File: src/rtl/frame_pkg.sv
// Shared frame definitions for the 11-bit serial link (transmitter and receiver).
// Optional feature macro: FRAME_SER_PARITY_EN (bit9 carries even parity instead of a second stop bit).
package frame_pkg;

  localparam int unsigned DATA_W     = 8;
  localparam int unsigned FRAME_W    = 11;
  localparam int unsigned FIFO_DEPTH = 4;
  localparam int unsigned LEVEL_W    = $clog2(FIFO_DEPTH) + 1;
  localparam int unsigned BIT_IDX_W  = 4;
  localparam int unsigned CNT_W      = 6;

  localparam logic START_BIT = 1'b0;
  localparam logic STOP_BIT  = 1'b1;
  localparam logic [FRAME_W-1:0] IDLE_FRAME = 11'h7FF;

  localparam int unsigned DATA_LSB_POS = 1;
  localparam int unsigned BIT9_POS     = 9;
  localparam int unsigned STOP_POS     = 10;

  typedef logic [DATA_W-1:0] payload_t;

  // ST_LOAD: the coming edge loads a new frame; ST_SHIFT: the coming edge shifts one bit.
  typedef enum logic {ST_LOAD, ST_SHIFT} tx_state_t;

  // Assemble a data frame, bit 0 is transmitted first.
  function automatic logic [FRAME_W-1:0] build_frame(input payload_t data);
    logic [FRAME_W-1:0] f;
    f                        = IDLE_FRAME;
    f[0]                     = START_BIT;
    f[DATA_LSB_POS +: DATA_W] = data;
`ifdef FRAME_SER_PARITY_EN
    f[BIT9_POS]              = ^data;
`else
    f[BIT9_POS]              = STOP_BIT;
`endif
    f[STOP_POS]              = STOP_BIT;
    return f;
  endfunction

endpackage

File: src/rtl/frame_serializer_tx_if.sv
// Byte stream valid/ready handshake into the frame serializer.
interface frame_serializer_tx_if;

  logic [frame_pkg::DATA_W-1:0] in_data;
  logic                         in_valid;
  logic                         in_ready;

  modport master (output in_data, output in_valid, input in_ready);
  modport slave  (input in_data, input in_valid, output in_ready);

endinterface

File: src/rtl/frame_tx_fifo.sv
// Show-ahead synchronous FIFO with level count and a registered ready flag.
module frame_tx_fifo
  import frame_pkg::*;
#(
  parameter int unsigned DEPTH = FIFO_DEPTH
) (
  input  logic                 clk,
  input  logic                 rst_n,
  input  logic                 push,
  input  logic                 pop,
  input  payload_t             wr_data,
  output payload_t             rd_data,
  output logic [LEVEL_W-1:0]   count,
  output logic                 full,
  output logic                 empty,
  output logic                 ready
);

  localparam int unsigned PTR_W = $clog2(DEPTH);

  payload_t            mem [DEPTH];
  logic [PTR_W-1:0]    wr_ptr;
  logic [PTR_W-1:0]    rd_ptr;
  logic [LEVEL_W-1:0]  count_d;
  logic                push_ok;
  logic                pop_ok;

  assign full    = (count == LEVEL_W'(DEPTH));
  assign empty   = (count == '0);
  assign push_ok = push && !full;
  assign pop_ok  = pop && !empty;
  assign rd_data = mem[rd_ptr];

  // Next level: simultaneous push and pop leave it unchanged.
  always_comb begin
    count_d = count;
    case ({push_ok, pop_ok})
      2'b10:   count_d = count + LEVEL_W'(1);
      2'b01:   count_d = count - LEVEL_W'(1);
      default: count_d = count;
    endcase
  end

  // Pointers, level and ready; ready stays low through reset.
  always_ff @(posedge clk) begin
    if (!rst_n) begin
      wr_ptr <= '0;
      rd_ptr <= '0;
      count  <= '0;
      ready  <= 1'b0;
    end else begin
      if (push_ok) wr_ptr <= wr_ptr + PTR_W'(1);
      if (pop_ok)  rd_ptr <= rd_ptr + PTR_W'(1);
      count <= count_d;
      ready <= (count_d != LEVEL_W'(DEPTH));
    end
  end

  // Storage array, no reset needed.
  always_ff @(posedge clk) begin
    if (push_ok) mem[wr_ptr] <= wr_data;
  end

endmodule

File: src/rtl/frame_serializer_tx.sv
// Continuous 11-bit frame serializer; idle frames fill slots with no buffered byte.
// Optional feature macro: FRAME_SER_PARITY_EN (handled in frame_pkg::build_frame).
module frame_serializer_tx
  import frame_pkg::*;
(
  input  logic                 clk,
  input  logic                 rst_n,
  frame_serializer_tx_if.slave in_bus,
  output logic                 tx,
  output logic                 frame_start,
  output logic                 frame_data,
  output logic [CNT_W-1:0]     frame_cnt,
  output logic [LEVEL_W-1:0]   fifo_level
);

  tx_state_t              state, state_d;
  logic [BIT_IDX_W-1:0]   bit_idx, bit_idx_d;
  logic [FRAME_W-1:0]     sr, sr_d;
  logic                   frame_start_d;
  logic                   frame_data_d;
  logic [CNT_W-1:0]       frame_cnt_d;
  logic                   load_c;
  payload_t               head;
  logic                   fifo_full;
  logic                   fifo_empty;

  frame_tx_fifo #(.DEPTH(FIFO_DEPTH)) u_fifo (
    .clk     (clk),
    .rst_n   (rst_n),
    .push    (in_bus.in_valid),
    .pop     (load_c),
    .wr_data (in_bus.in_data),
    .rd_data (head),
    .count   (fifo_level),
    .full    (fifo_full),
    .empty   (fifo_empty),
    .ready   (in_bus.in_ready)
  );

  assign tx = sr[0];

  // State and datapath registers; reset parks the line at 1 and arms the first load.
  always_ff @(posedge clk) begin
    if (!rst_n) begin
      state       <= ST_LOAD;
      bit_idx     <= '0;
      sr          <= IDLE_FRAME;
      frame_start <= 1'b0;
      frame_data  <= 1'b0;
      frame_cnt   <= '0;
    end else begin
      state       <= state_d;
      bit_idx     <= bit_idx_d;
      sr          <= sr_d;
      frame_start <= frame_start_d;
      frame_data  <= frame_data_d;
      frame_cnt   <= frame_cnt_d;
    end
  end

  // Next state: load a frame (data or idle) at each boundary, otherwise shift right.
  always_comb begin
    state_d       = state;
    bit_idx_d     = bit_idx;
    sr_d          = {STOP_BIT, sr[FRAME_W-1:1]};
    frame_start_d = 1'b0;
    frame_data_d  = frame_data;
    frame_cnt_d   = frame_cnt;
    load_c        = 1'b0;
    case (state)
      ST_LOAD: begin
        load_c        = 1'b1;
        sr_d          = fifo_empty ? IDLE_FRAME : build_frame(head);
        frame_start_d = 1'b1;
        frame_data_d  = !fifo_empty;
        frame_cnt_d   = frame_cnt + CNT_W'(1);
        bit_idx_d     = '0;
        state_d       = ST_SHIFT;
      end
      ST_SHIFT: begin
        bit_idx_d = bit_idx + BIT_IDX_W'(1);
        if (bit_idx == BIT_IDX_W'(FRAME_W - 2)) state_d = ST_LOAD;
      end
      default: state_d = ST_LOAD;
    endcase
  end

  logic unused_ok;
  assign unused_ok = fifo_full;

endmodule

File: src/flat_wrapper.sv
// flat-port wrapper written by rule: the top's interface ports become plain ports
module frame_serializer_tx_flat import frame_pkg::*;
  (clk, rst_n, tx, frame_start, frame_data, frame_cnt, fifo_level, in_bus_in_data, in_bus_in_valid, in_bus_in_ready);
  frame_serializer_tx_if in_bus_i ();
  input  logic clk;
  input  logic rst_n;
  output logic tx;
  output logic frame_start;
  output logic frame_data;
  output logic [CNT_W-1:0] frame_cnt;
  output logic [LEVEL_W-1:0] fifo_level;
  input wire logic [$bits(in_bus_i.in_data)-1:0] in_bus_in_data;
  input wire logic [$bits(in_bus_i.in_valid)-1:0] in_bus_in_valid;
  output wire logic [$bits(in_bus_i.in_ready)-1:0] in_bus_in_ready;
  assign in_bus_i.in_data = in_bus_in_data;
  assign in_bus_i.in_valid = in_bus_in_valid;
  assign in_bus_in_ready = in_bus_i.in_ready;
  frame_serializer_tx u_core (.clk(clk), .rst_n(rst_n), .in_bus(in_bus_i), .tx(tx), .frame_start(frame_start), .frame_data(frame_data), .frame_cnt(frame_cnt), .fifo_level(fifo_level));
endmodule
File: config.mk
export PLATFORM = sky130hd
export DESIGN_NAME = frame_serializer_tx_flat
export DESIGN_NICKNAME = d
export VERILOG_FILES = /design/src/rtl/frame_pkg.sv /design/src/rtl/frame_serializer_tx_if.sv /design/src/rtl/frame_tx_fifo.sv /design/src/rtl/frame_serializer_tx.sv /design/src/flat_wrapper.sv
export SDC_FILE = /design/constraint.sdc
export NUM_CORES = 1
export LEC_CHECK = 0
export ABC_AREA = 1
export CAP_MARGIN = 20
export CELL_PAD_IN_SITES_DETAIL_PLACEMENT = 1
export CELL_PAD_IN_SITES_GLOBAL_PLACEMENT = 2
export CORE_ASPECT_RATIO = 1.1
export CORE_UTILIZATION = 38
export CTS_CLUSTER_DIAMETER = 200
export CTS_CLUSTER_SIZE = 28
export DETAILED_ROUTE_END_ITERATION = 6
export PLACE_DENSITY = 0.87
export SYNTH_ARGS = -nofsm -noshare
export SYNTH_HDL_FRONTEND = slang
export SYNTH_SLANG_ARGS = --single-unit
File: constraint.sdc
create_clock -name clk -period 4.8 [get_ports clk]
set_input_delay 0.96 -clock clk [delete_from_list [all_inputs] [get_ports clk]]
set_output_delay 0.96 -clock clk [all_outputs]
set_load 0.005 [all_outputs]
**Word level (Yosys, flattened, before mapping)**

Memories as Yosys holds them, arrays and structs flattened. A register that Yosys moved wholly into a read port is not among the register bits.
Index checks and enable logic that the tools add are counted.

- Add/sub/neg operators: 6
- Equality and inequality tests: 5
- Muxes and demuxes: 11
- Bitwise operators: 2
- Reductions and logical operators: 6

Operator list:

| operator | count |
|---|---|
| two-way mux 10 bit | 1 |
| two-way mux 9 bit | 1 |
| one-hot mux 4 bit (2 select lines) | 1 |
| adder 6 x 1 -> 6 bit, second input constant | 1 |
| one-hot mux 3 bit (2 select lines) | 1 |
| adder 2 x 1 -> 2 bit, second input constant | 2 |
| adder 4 x 1 -> 4 bit, second input constant | 1 |
| == test 4 bit, second input constant | 1 |
| two-way mux 1 bit | 4 |
| two-way mux 2 bit | 2 |
| adder 3 x 1 -> 3 bit, second input constant | 1 |
| == test 3 bit, second input constant | 1 |
| logical NOT 3 bit | 1 |
| inequality test 3 bit, second input constant | 1 |
| subtractor 3 x 1 -> 3 bit, second input constant | 1 |
| == test 2 x 1 -> 1 bit, second input constant | 1 |
| == test 2 bit, second input constant | 1 |
| logical AND 1 bit | 2 |
| logical NOT 1 bit | 2 |
| NOT 1 bit | 2 |
| one-hot mux 1 bit (2 select lines) | 1 |
| OR reduction 2 bit | 1 |

- Register bits after elaboration: 32
- Bits in writable memories: 32
- Bits of input ports: 11
- Output and inout port bits: 13
- Logic and storage cells: 42
- Memories: 1

Memory list:

| memory | depth | bits a word | rd ports | clocked after Yosys merged registers in | write ports | line | RTL |
|---|---|---|---|---|---|---|---|
| u_core.u_fifo.mem | 4 | 8 | 1 | 1 | 1 | frame_tx_fifo.sv:21 | `payload_t mem [DEPTH];` |

**Depth between registers and ports, before layout**

Gate-level depths: netlist of run 1.

- Depth in word-level cells: 6
- Mapped depth: 13
- Depth with buffers taken out: 13

**By module**

From an unflattened synthesis of run 1, not the netlist that was laid out.

- Cell total of the unflattened synthesis: 245
- Area, all modules: 2533.7 um^2

By module, submodules not included:

| module | instances | cells an instance | area an instance (um^2) | sequential area each (um^2) |
|---|---|---|---|---|
| frame_tx_fifo | 1 | 144 | 1722.9 | 1161.1 |
| frame_serializer_tx | 1 | 101 | 810.8 | 440.4 |

**Worst setup path after synthesis of run 1**

No wires, ideal clock.

- Path kind: input-to-reg
- From: in in_bus_in_valid
- To: reg u_core.u_fifo.ready
- Library setup time: 0.070 ns
- Arrival: 2.100 ns
- Required time: 4.730 ns
- Slack: 2.630 ns
- Stages on the path: 7
- Buffers on the path: 0
- Path through: nand2_2 -> ha_1 -> inv_1 -> fa_1 -> o21ai_0 -> nor2_1 -> a21oi_1

- Word-level cells in the longest chain between the ends: 4
- Elaborated cells on any way between the ends: 5
- Those cells by class: eq/ne (3); mux (1); reduce/logical (1)

RTL lines:

| what | line | RTL |
|---|---|---|
| from (decl) | flat_wrapper.sv:13 | `input wire logic [$bits(in_bus_i.in_valid)-1:0] in_bus_in_valid;` |
| logical AND 1 bit * | frame_tx_fifo.sv:30 | `assign push_ok = push && !full;` |
| == test 2 x 1 -> 1 bit or == test 2 bit (tied branches) | frame_tx_fifo.sv:37 | `case ({push_ok, pop_ok})` |
| one-hot mux 3 bit (2 select lines) * | frame_tx_fifo.sv:37 |  |
| inequality test 3 bit * | frame_tx_fifo.sv:55 | `ready <= (count_d != LEVEL_W'(DEPTH));` |
| to (signal assigned) | frame_tx_fifo.sv:55 |  |
| to (decl) | frame_tx_fifo.sv:16 | `output logic ready` |

Every way passes the cells marked *; elsewhere a longest branch is shown, timed or not.
A chain may end at the register's enable or synchronous reset.

**Final worst setup path of run 1**

Same ends and word-level chain as after synthesis.

==> impl_metrics.py, run 1 <==
metrics = {
    "outcome": {
        "status": "finished, final reports clean",
    },
    "worst_setup_path": {
        "r2r_end": "u_core.u_fifo.ready$_SDFF_PN0_",
        "timing.setup.critical_path_class": "primary input to register",
        "crit_path_top_delay_cell": "clkdlybuf4s50_1",
        "cpLargestDelayFamily": "adder cells",
        "rrSetupSlack_ns": 2.85,
        "endpoint_kind": "register",
        "ff2ff_path_depth": 10,
        "max_stage_delay_ns": 0.47,
        "r2r_start": "u_core.u_fifo.count[2]$_SDFF_PN0_",
        "crit_path_cell_trace": "clkdlybuf4s50_1 > nand2_2 > ha_1 > inv_1 > fa_1 > o21ai_0 > nor2_1 > a21oi_1",
        "critPathBufInv": 2,
        "cp_max_fo": 9,
        "crit_path_start_kind": "primary input",
        "cp_data_arrival_time_ns": 2.74,
        "required_ns": 5.07,
    },
    "route": {
        "vias": 1726,
        "dr.pass1.iters": 4,
        "finalWirelength_mm": 5.08,
        "first_iter_violations": 70,
        "viasPerCell": 4.66,
        "drc": 0,
        "postRouteAntennaNets": 0,
        "drt-wirelength-per-cell_um": 13.7,
    },
    "timing": {
        "worstMarginPinSlew_ns": 0.828,
        "post-route-period-util_pct": 51.4,
        "slew_viol_final": 0,
        "skew_ns": 0.00614,
        "relSlewSlack_pct": 44.6,
        "hold_viol": 0,
        "max_freq_ghz": 0.405,
        "setup_viol": 0,
        "grt_setup_unrepaired": "no",
        "fin_setup_tns_ns": 0,
        "hold-worst-slack_ns": 0.454,
        "fin_crit_ns": 2.47,
    },
    "global_routing": {
        "grt_use_met3_pct": 5.31,
        "grt_max_degree": 22,
        "grt_use_met2_pct": 29.0,
        "top_usage_layer": "met2",
        "grt_pass1_vias": 1777,
        "grt_usage_pct": 16.8,
        "met1_usage_pct": 18.8,
        "antenna_found_initial": 0,
        "grt_first_pass_wirelength_mm": 8.49,
        "grt_remaining_overflow": 0,
    },
    "worst_hold_path": {
        "min_to": "u_core.sr[0]$_SDFF_PN1_",
        "min_path_type": "register to register",
        "min_from": "u_core.sr[1]$_SDFF_PN1_",
        "hold_depth": 2,
    },
    "clock_tree": {
        "clk_latency_ns": 0.34,
        "post_cts_buffers": 0,
        "hold_buffers": 0,
        "cts_root_buffer": "clkbuf_8",
        "htree_num_levels": 3,
        "cts_tree": "done",
        "cts.clk_slew.worst_paths_ns": 0.07,
        "clock_sinks": 64,
        "cts_buffers": 9,
        "cts_max_path_buffers": 2,
        "ctsResizeCount": 0,
    },
    "yosys": {
        "yosysTopAreaCellShare_pct": 37.9,
        "yosys.area.top_type": "edfxtp_1",
        "synthTopCellsByArea": "edfxtp_1, dfxtp_1, nor2_1, nand2_1, ha_1",
        "ys_ff_latch": 64,
        "synth_seq_area_share_pct": 63.1,
        "yosysWarningCount": 0,
        "synthesis.nets": 277,
        "synthCells": 257,
        "synthDistinctLibCells": 25,
        "synth_area_per_cell_um2": 9.88,
        "syn-cell-area_um2": 2540,
    },
    "placement": {
        "dp_hpwl_mm": 3.45,
        "place_inst": 354,
        "gp_congestion": 0.721,
        "portBuffers": 23,
    },
    "final_layout": {
        "post_route_cells_drive_above_1_share_pct": 8.28,
        "diodes": 0,
        "fin_util_pct": 48.5,
        "final_common_cell": "nor2_1",
        "final_net_count": 305,
        "layout_common_cells": "nor2_1, nand2_1, dfxtp_1, edfxtp_1, inv_1",
        "num-fill-cells": 720,
        "area.growth.synth_to_final_pct": 20.5,
        "fin_cells": 370,
    },
    "power_and_ir_drop": {
        "p_per_area_nw_per_um2": 513,
        "leakage_nw": 1.21,
        "peakVddDrop_mv": 0.285,
    },
    "floorplanning": {
        "rows": 30,
        "die_x_um": 79.9,
        "die_h_um": 87.7,
        "start_util_pct": 40.3,
        "die-area_um2": 7010,
        "io_pins": 24,
        "core-area_um2": 6310,
    },
    "run": {
        "max_cap_viol_count": 0,
    },
}
kinds of logic after synthesis:
kind of cell | Yosys count | share of synthesized area, %
buffers and inverters | 35 | 6.36
adders and majority gates | 9 | 4.73
xor gates and xnor gates | 3 | 1.04
DFF | 64 | 63.1
and+or+nand+nor | 118 | 18.7
AOI/OAI and AO/OA | 28 | 6.11
final cells by class:
cell class / instances / area [um^2] / share of cell area (%)
sequential: 64 / 1600 / 52.4
multi-input combinational: 158 / 776 / 25.4
timing repair buffer: 23 / 230 / 7.53
clock buffer: 9 / 124 / 4.05
clock inverter: 7 / 118 / 3.85
inverter: 29 / 109 / 3.56
tap: 80 / 100 / 3.27
power breakdown:
part	switching [mW]	internal (mW)	leakage, nW
Combinational	0.182	0.126	0.538
Clock	0.217	0.345	0.114
Sequential	0.0537	0.646	0.556
Total	0.453	1.12	1.21
Yosys cell counts:
library cell	n
nor2_1	68
nand2_1	36
dfxtp_1	32
edfxtp_1	32
inv_1	24
o21ai_1	10
a21oi_1	8
ha_1	8
inv_2	5
nand3_1	5
buf_4	4
o211ai_1	4
o21ai_0	4
buf_6	2
nand2_2	2
nand4_1	2
nor3_1	2
xnor2_1	2
a22o_1	1
a31oi_1	1
and3_1	1
fa_1	1
nand2_4	1
nor2_2	1
xor2_1	1
layer usage:
metal	part of all wire, %	vias to the layer above
met1	46	810
li1	-	884
met2	50	25
met4	1.3	0
met3	3.0	7
met5	0	-
stage by stage:
stage	area, um^2	setup WS (ns)	power, mW
after floorplan	2540	2.63	0.922
after global routing	3060	2.23	1.67
after detailed placement	2820	1.99	1.03
final	3060	2.33	1.57
after global placement	2820	2.05	1.01
after CTS	3060	2.36	1.59
worst max-delay path by stage:
stage	startpoint	end	slack (ns)	cells after the start
2_1_floorplan	in_bus_in_valid	u_core.u_fifo.ready$_SDFF_PN0_	2.63	7
3_3_place_gp	in_bus_in_valid	u_core.u_fifo.ready$_SDFF_PN0_	2.05	8
3_5_place_dp	in_bus_in_valid	u_core.u_fifo.ready$_SDFF_PN0_	1.99	8
4_1_cts	in_bus_in_valid	u_core.u_fifo.ready$_SDFF_PN0_	2.36	8
5_1_grt	in_bus_in_valid	u_core.u_fifo.ready$_SDFF_PN0_	2.23	8
6_report	in_bus_in_valid	u_core.u_fifo.ready$_SDFF_PN0_	2.33	8
worst min-delay path, stage by stage, from the launching register on:
cell	delay, ns
dfxtp_1	0.31
nor2_1	0.04
nor2_1	0.08
flip-flops by register name (all words and copies together), names as in the netlist, named ones only:
name and cells:
u_core.frame_data 1, u_core.sr 9, u_core.u_fifo.rd_ptr 2, u_core.u_fifo.count 3
u_core.state 1, u_core.frame_cnt 6, u_core.frame_start 1, u_core.bit_idx 4
u_core.u_fifo.mem 32, u_core.u_fifo.ready 1, u_core.u_fifo.wr_ptr 2
No activity file was read; power rests on OpenSTA's default activity.
==> run 2, diff against run 1 <==
--- a/config.mk
+++ b/config.mk
@@ -10,11 +10,11 @@
 export CELL_PAD_IN_SITES_DETAIL_PLACEMENT = 1
 export CELL_PAD_IN_SITES_GLOBAL_PLACEMENT = 2
 export CORE_ASPECT_RATIO = 1.1
-export CORE_UTILIZATION = 38
+export CORE_UTILIZATION = 32
 export CTS_CLUSTER_DIAMETER = 200
 export CTS_CLUSTER_SIZE = 28
 export DETAILED_ROUTE_END_ITERATION = 6
-export PLACE_DENSITY = 0.87
+export PLACE_DENSITY = 0.78
 export SYNTH_ARGS = -nofsm -noshare
 export SYNTH_HDL_FRONTEND = slang
 export SYNTH_SLANG_ARGS = --single-unit
==> constraint.sdc (replaced) <==
create_clock -name clk -period 2.2 [get_ports clk]
set_input_delay 0.44 -clock clk [delete_from_list [all_inputs] [get_ports clk]]
set_output_delay 0.44 -clock clk [all_outputs]
set_load 0.005 [all_outputs]
==> run 2 against run 1 <==
Against the previous run:
- sequential power up 120%
- hold slack worse by 0.0021 ns
- die area up 18%
- design area up 3.7%
- largest power group unchanged
==> impl_metrics.py, run 2 (synthesized netlist as in run 1, its figures left out) <==
metrics = {
    "timing": {
        "grt_setup_unrepaired": "no",
        "fin_crit_ns": 1.94,
        "fin_setup_tns_ns": 0,
        "relSlewSlack_pct": 69.2,
        "setup_viol": 0,
        "hold_viol": 0,
        "slew_viol_final": 0,
        "post-route-period-util_pct": 88.1,
        "max_freq_ghz": 0.516,
        "skew_ns": 0.0136,
        "worstMarginPinSlew_ns": 0.461,
    },
    "worst_setup_path": {
        "ff2ff_path_depth": 10,
        "crit_path_start_kind": "register",
        "crit_path_cell_trace": "inv_2 > nand3_1 > nand2_1 > inv_2 > ha_1 > inv_1 > fa_1 > o21ai_0 > nor2_1 > a21oi_1",
        "r2r_end": "u_core.u_fifo.ready$_SDFF_PN0_",
        "timing.setup.critical_path_class": "register to register",
        "startpoint": "u_core.u_fifo.count[0]$_SDFF_PN0_",
        "rrSetupSlack_ns": 0.26,
        "crit_path_top_delay_cell": "fa_1",
        "cpMostUsedCell": "inv_2",
        "r2r_start": "u_core.u_fifo.count[0]$_SDFF_PN0_",
        "cp_data_arrival_time_ns": 2.21,
        "cp_max_fo": 5,
        "max_stage_delay_ns": 0.42,
        "endpoint_kind": "register",
        "required_ns": 2.48,
    },
    "clock_tree": {
        "htree_num_levels": 3,
        "clock_sinks": 64,
        "cts_tree": "done",
        "clk_latency_ns": 0.34,
        "cts_root_buffer": "clkbuf_8",
        "cts.clk_slew.worst_paths_ns": 0.08,
        "cts_buffers": 9,
        "cts_max_path_buffers": 2,
        "ctsResizeCount": 0,
        "post_cts_buffers": 0,
        "hold_buffers": 0,
    },
    "global_routing": {
        "grt_usage_pct": 13.3,
        "grt_max_degree": 14,
        "grt_pass1_vias": 1753,
        "antenna_found_initial": 0,
        "grt_remaining_overflow": 0,
        "grt_first_pass_wirelength_mm": 8.07,
    },
    "final_layout": {
        "diodes": 0,
        "layout_common_cells": "nor2_1, nand2_1, dfxtp_1, edfxtp_1, inv_1",
        "final_common_cell": "nor2_1",
        "reg_top3": "u_core.u_fifo.mem x32, u_core.sr x9, u_core.frame_cnt x6",
        "area.growth.synth_to_final_pct": 24.9,
        "largest_register_ffs": 32,
        "post_route_cells_drive_above_1_share_pct": 10.8,
        "final_net_count": 312,
        "largest-register": "u_core.u_fifo.mem",
    },
    "worst_hold_path": {
        "min_from": "u_core.frame_data$_SDFFE_PN0N_",
        "min_to": "u_core.frame_data$_SDFFE_PN0N_",
        "min_path_type": "register to register",
        "hold_depth": 2,
    },
    "floorplanning": {
        "io_pins": 24,
        "die_x_um": 86.9,
        "die_h_um": 95.4,
        "start_util_pct": 33.6,
        "die-area_um2": 8290,
        "rows": 33,
        "core-area_um2": 7560,
    },
    "route": {
        "wl_met3_um": 91,
        "first_iter_violations": 27,
        "highest_layer": "met4",
        "wl_met2_mm": 2.32,
        "drt-wirelength-per-cell_um": 12.0,
        "viasPerCell": 4.31,
        "postRouteAntennaNets": 0,
        "finalWirelength_mm": 4.81,
        "wl_met1_mm": 2.27,
        "dr.pass1.iters": 4,
        "vias": 1731,
        "drc": 0,
    },
    "power_and_ir_drop": {
        "p_per_area_nw_per_um2": 1100,
        "totalPowerFinal_mw": 3.49,
        "peakVddDrop_mv": 0.360,
        "leakage_nw": 1.27,
    },
    "placement": {
        "portBuffers": 23,
        "dp_hpwl_mm": 3.36,
        "gp_congestion": 0.774,
    },
    "outcome": {
        "status": "finished, final reports clean",
    },
    "run": {
        "max_cap_viol_count": 0,
    },
}
## run 2: cell count changes in the layout (fill, tap and decap cells not counted)
cell / previous run / this run
inv_6: 1 / 0
clkinvlp_4: 2 / 0
bufinv_16: 3 / 1
clkbuf_16: 0 / 4
clkinv_1: 1 / 0
clkinv_4: 0 / 2
buf_4: 0 / 7
## run 2: worst max-delay path: cells and delay by family (launching register included)
family,cells,cell delay (ns)
adder cells (fa/ha/maj),2,0.60
buffers and inverters,3,0.26
AO/OA/AOI/OAI,2,0.39
flip-flops,1,0.38
AND/OR/NAND/NOR,3,0.23
## run 2: where the power goes
part           internal, mW  total, mW  switching (mW)  leakage (nW)
combinational         0.299      0.714           0.415         0.574
sequential             1.41       1.51          0.0975         0.556
clock                 0.803       1.27           0.465         0.136
total                  2.51       3.49           0.977          1.27
## run 2: layout make-up
cell class                      instances  area [um^2]
Multi-Input combinational cell        158          776
Clock buffer                           13          224
Timing Repair Buffer                   30          283
Sequential cell                        64         1600
Fill cell                             855         4380
Clock inverter                          3         47.5
Tap cell                              105          131
Inverter                               29          109
## run 2: worst max-delay path by stage
| stage | end | slack, ns | depth (start not counted) |
|---|---|---|---|
| after floorplan | u_core.u_fifo.ready$_SDFF_PN0_ | 0.46 | 9 |
| after global placement | u_core.u_fifo.ready$_SDFF_PN0_ | 0.01 | 8 |
| after detailed placement | u_core.u_fifo.ready$_SDFF_PN0_ | -0.01 | 8 |
| after CTS | u_core.u_fifo.ready$_SDFF_PN0_ | 0.24 | 10 |
| after global routing | u_core.u_fifo.ready$_SDFF_PN0_ | 0.03 | 10 |
| final | u_core.u_fifo.ready$_SDFF_PN0_ | 0.26 | 10 |
## run 2: routing by layer
metal  vias up  track usage, %
met1       804            15.1
li1        900               -
met2        18            22.6
met3         9            3.12
met5         -               0
met4         0            7.92
## run 2: through the flow
stage / utilization [%] / setup WS (ns) / area, um^2 / instances / hold slack, ns
after floorplan: - / 0.456 / 2540 / 257 / 0.431
after global placement: 38.4 / 0.0118 / 2900 / 386 / 0.440
after detailed placement: 38.4 / -0.0148 / 2900 / 386 / 0.447
after CTS: 42.0 / 0.240 / 3170 / 402 / 0.460
after global routing: 42.0 / 0.0295 / 3170 / 402 / 0.494
final: 42.0 / 0.262 / 3170 / 402 / 0.452
==> run 3, diff against run 2 <==
--- a/config.mk
+++ b/config.mk
@@ -11,10 +11,12 @@
 export CELL_PAD_IN_SITES_GLOBAL_PLACEMENT = 2
 export CORE_ASPECT_RATIO = 1.1
 export CORE_UTILIZATION = 32
-export CTS_CLUSTER_DIAMETER = 200
+export CTS_CLUSTER_DIAMETER = 150
 export CTS_CLUSTER_SIZE = 28
 export DETAILED_ROUTE_END_ITERATION = 6
 export PLACE_DENSITY = 0.78
+export SKIP_LAST_GASP = 1
+export SLEW_MARGIN = 20
 export SYNTH_ARGS = -nofsm -noshare
 export SYNTH_HDL_FRONTEND = slang
 export SYNTH_SLANG_ARGS = --single-unit
==> results of run 3 <==
Same layout as run 2: the final DEF is identical, and so are final timing and power.
==> patch (settings of run 1) <==
The package constant `BIT_IDX_W` goes from 4 to 5.
--- a/src/rtl/frame_pkg.sv
+++ b/src/rtl/frame_pkg.sv
@@ -8,3 +8,3 @@
   localparam int unsigned LEVEL_W    = $clog2(FIFO_DEPTH) + 1;
-  localparam int unsigned BIT_IDX_W  = 4;
+  localparam int unsigned BIT_IDX_W  = 5;
   localparam int unsigned CNT_W      = 6;
Behaviour: no difference found for any inputs over 10 cycles, from zero or initial values and one cycle with rst_n low; that may be too few to reach the edited logic, so the function may still have changed.
==> patch against run 1 <==
- worst setup slack better by 0.010 ns
- global-route usage down 1.8 points
- hold slack better by 0.0017 ns
- sequential cell count up 1
- total power down 8.3%
- maximum frequency up 0.42%
- area after synthesis up 1.9%
- cell area down 0.45%
- routed wire length down 6.5%
- sequential power up 0.9%
- highest routed layer unchanged
- register-to-register slack better by 0.03 ns
- count of clock-buffer cells in the layout up 3
- largest power group unchanged
- non-clock buffer count unchanged
- via count up 1.7%
==> patch: results (changes against run 1) <==
status = complete, no violations (unchanged)
Met2 Wirelength = 2.202 mm (was 2.547 mm)
Seq/Total Area, Yosys = 0.6267 (was 0.6309)
synth top area cells = edfxtp_1 37%, dfxtp_1 26%, nor2_1 10% (was edfxtp_1 38%, dfxtp_1 25%, nor2_1 10%)
Synth top cells by count = 69 x nor2_1, 39 x nand2_1, 33 x dfxtp_1, 32 x edfxtp_1, 25 x inv_1 (was 68 x nor2_1, 36 x nand2_1, 32 x dfxtp_1, 32 x edfxtp_1, 24 x inv_1)
Worst-Skew Late Latency = 0.32 ns (was 0.34 ns)
DR WL/cell = 12.56 microns (was 13.73 microns)
Metal-1 WL = 2.403 mm (was 2.312 mm)
leakage power = 1.208 nW (was 1.207 nW)
Pre-antenna DRT Iters = 6 (was 4)
crit path DAT = 2.71 ns (was 2.74 ns)
Placed Cells = 362 (was 354)
sequential share of cell area = 0.5327 (was 0.5237)
Placement Cell Area = 2864 sq um (was 2816 sq um)
flops & latches, synth = 65 (was 64)
Clock-cell share = 0.05919 (was 0.07897)
Rel. slew slack = 0.4368 (was 0.4456)
met3 Resource Use GR = 0.03402 (was 0.05313)
Post-CTS Setup Bufs = 0 (unchanged)
GR Util met2 = 0.2465 (was 0.2898)
met3 WL = 84 microns (was 154 microns)
Placer Congestion = 0.6685 (was 0.7207)
Cell Count, Final, Fillers Out = 378 (was 370)
Max Fanout on Critical Path = 9 (unchanged)
Net Count, Synth = 283 (was 277)
DRT iter0 DRCs = 50 (was 70)
Synth Flop Type = dfxtp_1 (was edfxtp_1)
area grow syn2layout = 17.65% (was 20.45%)
GRT met1 Usage = 0.1928 (was 0.1885)
first-pass GRT wire length = 8.010 mm (was 8.493 mm)
xor and xnor area share after synthesis = 0.01015 (was 0.01035)
Compound-Gate Fraction of Synth Area = 0.06093 (was 0.06111)
Filler cells = 757 (was 720)
Nets = 311 (was 305)
Worst Hold End = u_core.frame_data$_SDFFE_PN0N_ (was u_core.sr[0]$_SDFF_PN1_)
adder-cell share of the synthesized area = 0.04642 (was 0.04731)
detailed placement HPWL = 3.361 mm (was 3.452 mm)
Multi-In Gates = 162 (was 158)
post-synth cell types = 26 (was 25)
vias = 1756 (was 1726)
vias in the first global route = 1732 (was 1777)
# clk buffers = 12 (was 9)
VDD IR max = 0.1962 mV (was 0.2851 mV)
die width = 80.68 microns (was 79.93 microns)
area of the multi-input gates = 797.0 sq um (was 775.7 sq um)
==> patch: power breakdown <==
part	internal (mW)	switching (mW)
sequential	0.655	0.0517
clock	0.238	0.191
combinational	0.125	0.178
total	1.02	0.421
==> patch: worst max-delay path by stage <==
stage | from | endpoint | slack, ns
floorplan | in_bus_in_valid | u_core.u_fifo.ready$_SDFF_PN0_ | 2.63
global placement | in_bus_in_valid | u_core.u_fifo.ready$_SDFF_PN0_ | 2.02
detailed placement | in_bus_in_valid | u_core.u_fifo.ready$_SDFF_PN0_ | 2.01
CTS | in_bus_in_valid | u_core.u_fifo.ready$_SDFF_PN0_ | 2.34
global route | in_bus_in_valid | u_core.u_fifo.ready$_SDFF_PN0_ | 2.22
finish | in_bus_in_valid | u_core.u_fifo.ready$_SDFF_PN0_ | 2.34
==> patch: kinds of logic after synthesis <==
logic type	after synthesis
compound gates	28
xor+xnor	3
fa+ha+maj	9
buf+inv	36
flops	65
simple gates	122
